===== src/rtl/serial_add_ctrl.sv =====
// Byte-serial wide-operand adder: LSB-first byte pairs in, one registered sum byte out per accept.
// Define SERIAL_ADD_SUB_EN to add the in_sub port and per-transaction subtraction.
module serial_add_ctrl #(
  parameter int MAX_BYTES = 8,
  parameter int CNT_W     = 4
) (
  input  logic             clk,
  input  logic             rst_n,
  input  logic             in_valid,
  output logic             in_ready,
  input  logic [7:0]       in_a,
  input  logic [7:0]       in_b,
  input  logic             in_last,
`ifdef SERIAL_ADD_SUB_EN
  input  logic             in_sub,
`endif
  output logic             out_valid,
  input  logic             out_ready,
  output logic [7:0]       out_s,
  output logic [CNT_W-1:0] out_idx,
  output logic             out_last,
  output logic             out_co,
  output logic             out_ovf,
  output logic             out_err
);

  typedef enum logic {ST_FIRST, ST_MID} state_t;

  localparam logic [CNT_W-1:0] LAST_IDX = CNT_W'(MAX_BYTES - 1);
  localparam logic [CNT_W-1:0] IDX_ONE  = CNT_W'(1);

  state_t           r_state;
  logic             r_carry;
  logic [CNT_W-1:0] r_idx;

  logic             w_accept;
  logic             w_in_sub;
  logic             w_sub_q;
  logic             w_sub;
  logic [7:0]       w_b;
  logic             w_cin;
  logic [8:0]       w_sum;
  logic             w_trunc;
  logic             w_end;
  logic             w_ovf;

`ifdef SERIAL_ADD_SUB_EN
  logic r_sub;
  assign w_in_sub = in_sub;
  assign w_sub_q  = r_sub;
`else
  assign w_in_sub = 1'b0;
  assign w_sub_q  = 1'b0;
`endif

  // Only combinational path to an output: out_ready -> in_ready.
  assign in_ready = !out_valid || out_ready;
  assign w_accept = in_valid && in_ready;

  assign w_sub   = (r_state == ST_FIRST) ? w_in_sub : w_sub_q;
  assign w_b     = w_sub ? ~in_b : in_b;
  assign w_cin   = (r_state == ST_FIRST) ? w_sub : r_carry;
  assign w_sum   = {1'b0, in_a} + {1'b0, w_b} + {8'b0, w_cin};
  assign w_trunc = (r_idx == LAST_IDX) && !in_last;
  assign w_end   = in_last || w_trunc;
  assign w_ovf   = w_end && (in_a[7] == w_b[7]) && (w_sum[7] != in_a[7]);

`ifdef SERIAL_ADD_SUB_EN
  always_ff @(posedge clk or negedge rst_n) begin
    if (!rst_n) begin
      r_sub <= 1'b0;
    end else if (w_accept && (r_state == ST_FIRST) && !w_end) begin
      r_sub <= in_sub;
    end
  end
`endif

  always_ff @(posedge clk or negedge rst_n) begin
    if (!rst_n) begin
      r_state   <= ST_FIRST;
      r_carry   <= 1'b0;
      r_idx     <= '0;
      out_valid <= 1'b0;
      out_s     <= 8'h00;
      out_idx   <= '0;
      out_last  <= 1'b0;
      out_co    <= 1'b0;
      out_ovf   <= 1'b0;
      out_err   <= 1'b0;
    end else if (w_accept) begin
      out_valid <= 1'b1;
      out_s     <= w_sum[7:0];
      out_co    <= w_sum[8];
      out_idx   <= r_idx;
      out_last  <= w_end;
      out_ovf   <= w_ovf;
      out_err   <= w_trunc;
      if (w_end) begin
        r_state <= ST_FIRST;
        r_carry <= 1'b0;
        r_idx   <= '0;
      end else begin
        r_state <= ST_MID;
        r_carry <= w_sum[8];
        r_idx   <= r_idx + IDX_ONE;
      end
    end else if (out_ready) begin
      out_valid <= 1'b0;
    end
  end

endmodule


===== config.mk =====
export PLATFORM = sky130hd
export DESIGN_NAME = serial_add_ctrl
export DESIGN_NICKNAME = d
export VERILOG_FILES = /design/src/rtl/serial_add_ctrl.sv
export SDC_FILE = /design/constraint.sdc
export NUM_CORES = 1
export LEC_CHECK = 0
export CORE_ASPECT_RATIO = 1.5
export CORE_MARGIN = 10
export CORE_UTILIZATION = 40
export DETAILED_ROUTE_END_ITERATION = 6
export PLACE_DENSITY = 0.7
export SYNTH_ARGS = -nofsm -noshare
export SYNTH_HDL_FRONTEND = slang
export SYNTH_SLANG_ARGS = --single-unit
export TNS_END_PERCENT = 1

===== constraint.sdc =====
create_clock -name clk -period 5.75 [get_ports clk]
set_clock_uncertainty 0.1 [all_clocks]
set_input_delay 0.8625 -clock clk [delete_from_list [all_inputs] [get_ports clk]]
set_output_delay 0.8625 -clock clk [all_outputs]
set_load 0.005 [all_outputs]

==> flow_summary.json <==
{
  "status": "finished, final reports clean",
  "die-area_sq_um": 5905,
  "drt_first_iter_violations": 34,
  "critical_path.most_common_cell": "clkdlybuf4s50_1",
  "fp-row-count": 25,
  "finalSetupTns_ns": 0,
  "grt_max_degree": 31,
  "slew_violations": 0,
  "routed.top_layer": "met4",
  "r2r-start": "out_valid",
  "cts-hold-fix-buffers": 0,
  "slowest_delay_ns": 0.47,
  "regArea_sq_um": 575.6,
  "ir_drop_uv": 104.5,
  "synth_most_common_cell": "nand2_1",
  "r2r_cells": 5,
  "synth-edff-count": 0,
  "drc": 0,
  "yosys.area.top_type": "dfrtp_1",
  "crit_slowest_cell": "clkdlybuf4s50_1",
  "portBuffers": 38,
  "ys_seq_area_frac": 0.4501,
  "pin_count": 39,
  "synth_top_cell_area_share": 0.4501,
  "post-route-min-period_ns": 3.110,
  "syn_to_final_growth_pct": 35.42,
  "top_register": "out_s",
  "worst_setup_path_end_kind": "output pin",
  "tightest_slew_ns": 1.020,
  "cts_tree": "yes",
  "synthArstFlopShare": 1.000,
  "power_leakage_nw": 0.7667,
  "met1_length_microns": 1154,
  "drt-pass1-iter-count": 4,
  "route.met2.wl_microns": 1740,
  "timing.final.crit_share": 0.5409,
  "critPathKind": "input pin to output pin",
  "cts_sinks": 23,
  "syn_inst": 134,
  "ys_ff_latch": 23,
  "grt_usage": 0.1129,
  "fin_cells": 212,
  "antenna_found_initial": 0,
  "wl_per_cell_microns": 14.48,
  "slew_headroom": 0.3181,
  "core-area_sq_um": 3128,
  "placed_cells": 208,
  "hold_viol_final": 0,
  "nFillCells": 292,
  "maxCapViolCount": 0,
  "start_util": 0.4088,
  "ys_warn_count": 0,
  "synth_area_leaders": "dfrtp_1 (45%), nand2_1 (8.5%), ha_1 (7.8%)",
  "final_core_util": 0.5536,
  "fmax_mhz": 321.5,
  "start_kind": "input pin",
  "r2r_slack_ns": 3.53,
  "nets": 204,
  "postRouteAntennaNets": 0,
  "required_ns": 4.79,
  "setup_viol": 0,
  "ys.flop_type": "dfrtp_1",
  "fin_ws_ns": 2.640,
  "min_from": "out_idx[0]",
  "hold_path.class": "register to register",
  "rsz0062_at_grt": "false",
  "route.met3.wl_microns": 147,
  "clk_latency_ns": 0.26,
  "crit_path_cell_trace": "clkdlybuf4s50_1, nor2b_1, inv_1, clkdlybuf4s50_1",
  "hpwl_microns": 2522,
  "largest_register_ffs": 8,
  "multi_input_area_sq_um": 650.6,
  "drt-total-wl_microns": 3070,
  "holdPathEnd": "out_idx[0]",
  "die_width_microns": 66.17,
  "largestRegisters": "out_s x8, out_idx x4, r_idx x4",
  "path_max_fanout": 4,
  "cts-resized-gates": 0,
  "syn_area_sq_um": 1279,
  "overflow": 0,
  "cp.arrival_ns": 2.15,
  "num_vias": 1102,
  "post-cts-setup-buffer-count": 0,
  "whs_ns": 0.3748,
  "cts_root_buf": "clkbuf_8",
  "clk_pin_slew_worst_paths_ns": 0.08,
  "cts_buffer_depth": 2,
  "grt_pass1_vias": 1159,
  "cts_max_level": 1,
  "pre_cts_slack_ns": 2.630,
  "netlist-cell-type-count": 36,
  "synth_nets": 165,
  "synth_common_cells": "nand2_1 (29), dfrtp_1 (23), o21ai_0 (12), ha_1 (8), inv_1 (8)",
  "die_h_microns": 89.25,
  "vias_per_cell": 5.198,
  "p_per_area_nw_per_um2": 248.0,
  "gp_congestion": 0.8063,
  "holdPathStages": 2,
  "drive_gt1_frac": 0.05814,
  "diodes": 0,
  "syn_avg_cell_area_sq_um": 9.543,
  "grt_pass1_wl_microns": 5313,
  "numCtsBuffers": 3,
  "r2r-end": "r_idx[3]"
}
[worst max path at each step]
| stage | startpoint | to | cells after the start |
|---|---|---|---|
| detailed placement | out_ready | in_ready | 4 |
| finish | out_ready | in_ready | 4 |
| global route | out_ready | in_ready | 4 |
| global placement | out_ready | in_ready | 4 |
| floorplan | in_a[2] | out_ovf | 5 |
| CTS | out_ready | in_ready | 4 |
[worst max-delay path, delay by kind of cell]
family,cells,cell delay (ns)
buffers and inverters,3,1.01
and+or+nand+nor,1,0.27
[layer usage]
metal | up-vias | GRT usage
met1 | 523 | 0.1166
met2 | 26 | 0.2122
met5 | - | 0
met3 | 2 | 0.01882
met4 | 0 | 0.05163
li1 | 551 | -
[layout make-up]
cell class / count / share of cell area
Inverter: 8 / 0.01734
Sequential cell: 23 / 0.3324
Clock buffer: 4 / 0.02601
Multi-Input combinational cell: 99 / 0.3757
Timing Repair Buffer: 38 / 0.2197
Tap cell: 40 / 0.02890
[power breakdown]
part / total [W] / switching (W) / leakage (nW) / internal (W)
Sequential: 0.000202 / 0.0000157 / 0.292 / 0.000186
Clock: 0.0000983 / 0.0000490 / 0.0228 / 0.0000494
Combinational: 0.000130 / 0.0000553 / 0.452 / 0.0000743
Total: 0.000429 / 0.000120 / 0.767 / 0.000310
[metrics by stage]
step / total power (W) / area, sq um
after floorplan: 0.0002633 / 1279
final: 0.0004294 / 1732
after detailed placement: 0.0003378 / 1687
after CTS: 0.0004361 / 1732
after global placement: 0.0003337 / 1687
after global routing: 0.0004596 / 1732
[cell families after synthesis]
family,Yosys count,synth area share
DFF,23,0.4501
adders and majority gates,10,0.1096
buffers and inverters,12,0.04110
xor gates and xnor gates,3,0.02055
and+or+nand+nor,52,0.1937
AOI/OAI and AO/OA,32,0.1683
muxes,2,0.01663
[layout by cell type, fill, tap and decap left out, types with 2 or more instances in the layout]
cell type / n
clkdlybuf4s50_1: 38
nand2_1: 29
dfrtp_1: 23
o21ai_0: 12
inv_1: 8
ha_1: 8
nor2_1: 6
nand3_1: 4
xnor2_1: 3
a21oi_2: 3
o31ai_1: 3
a21oi_1: 3
or4_1: 3
clkbuf_8: 3
nand3b_1: 2
nand4_1: 2
fa_1: 2
(Power assumes the default switching activity.)
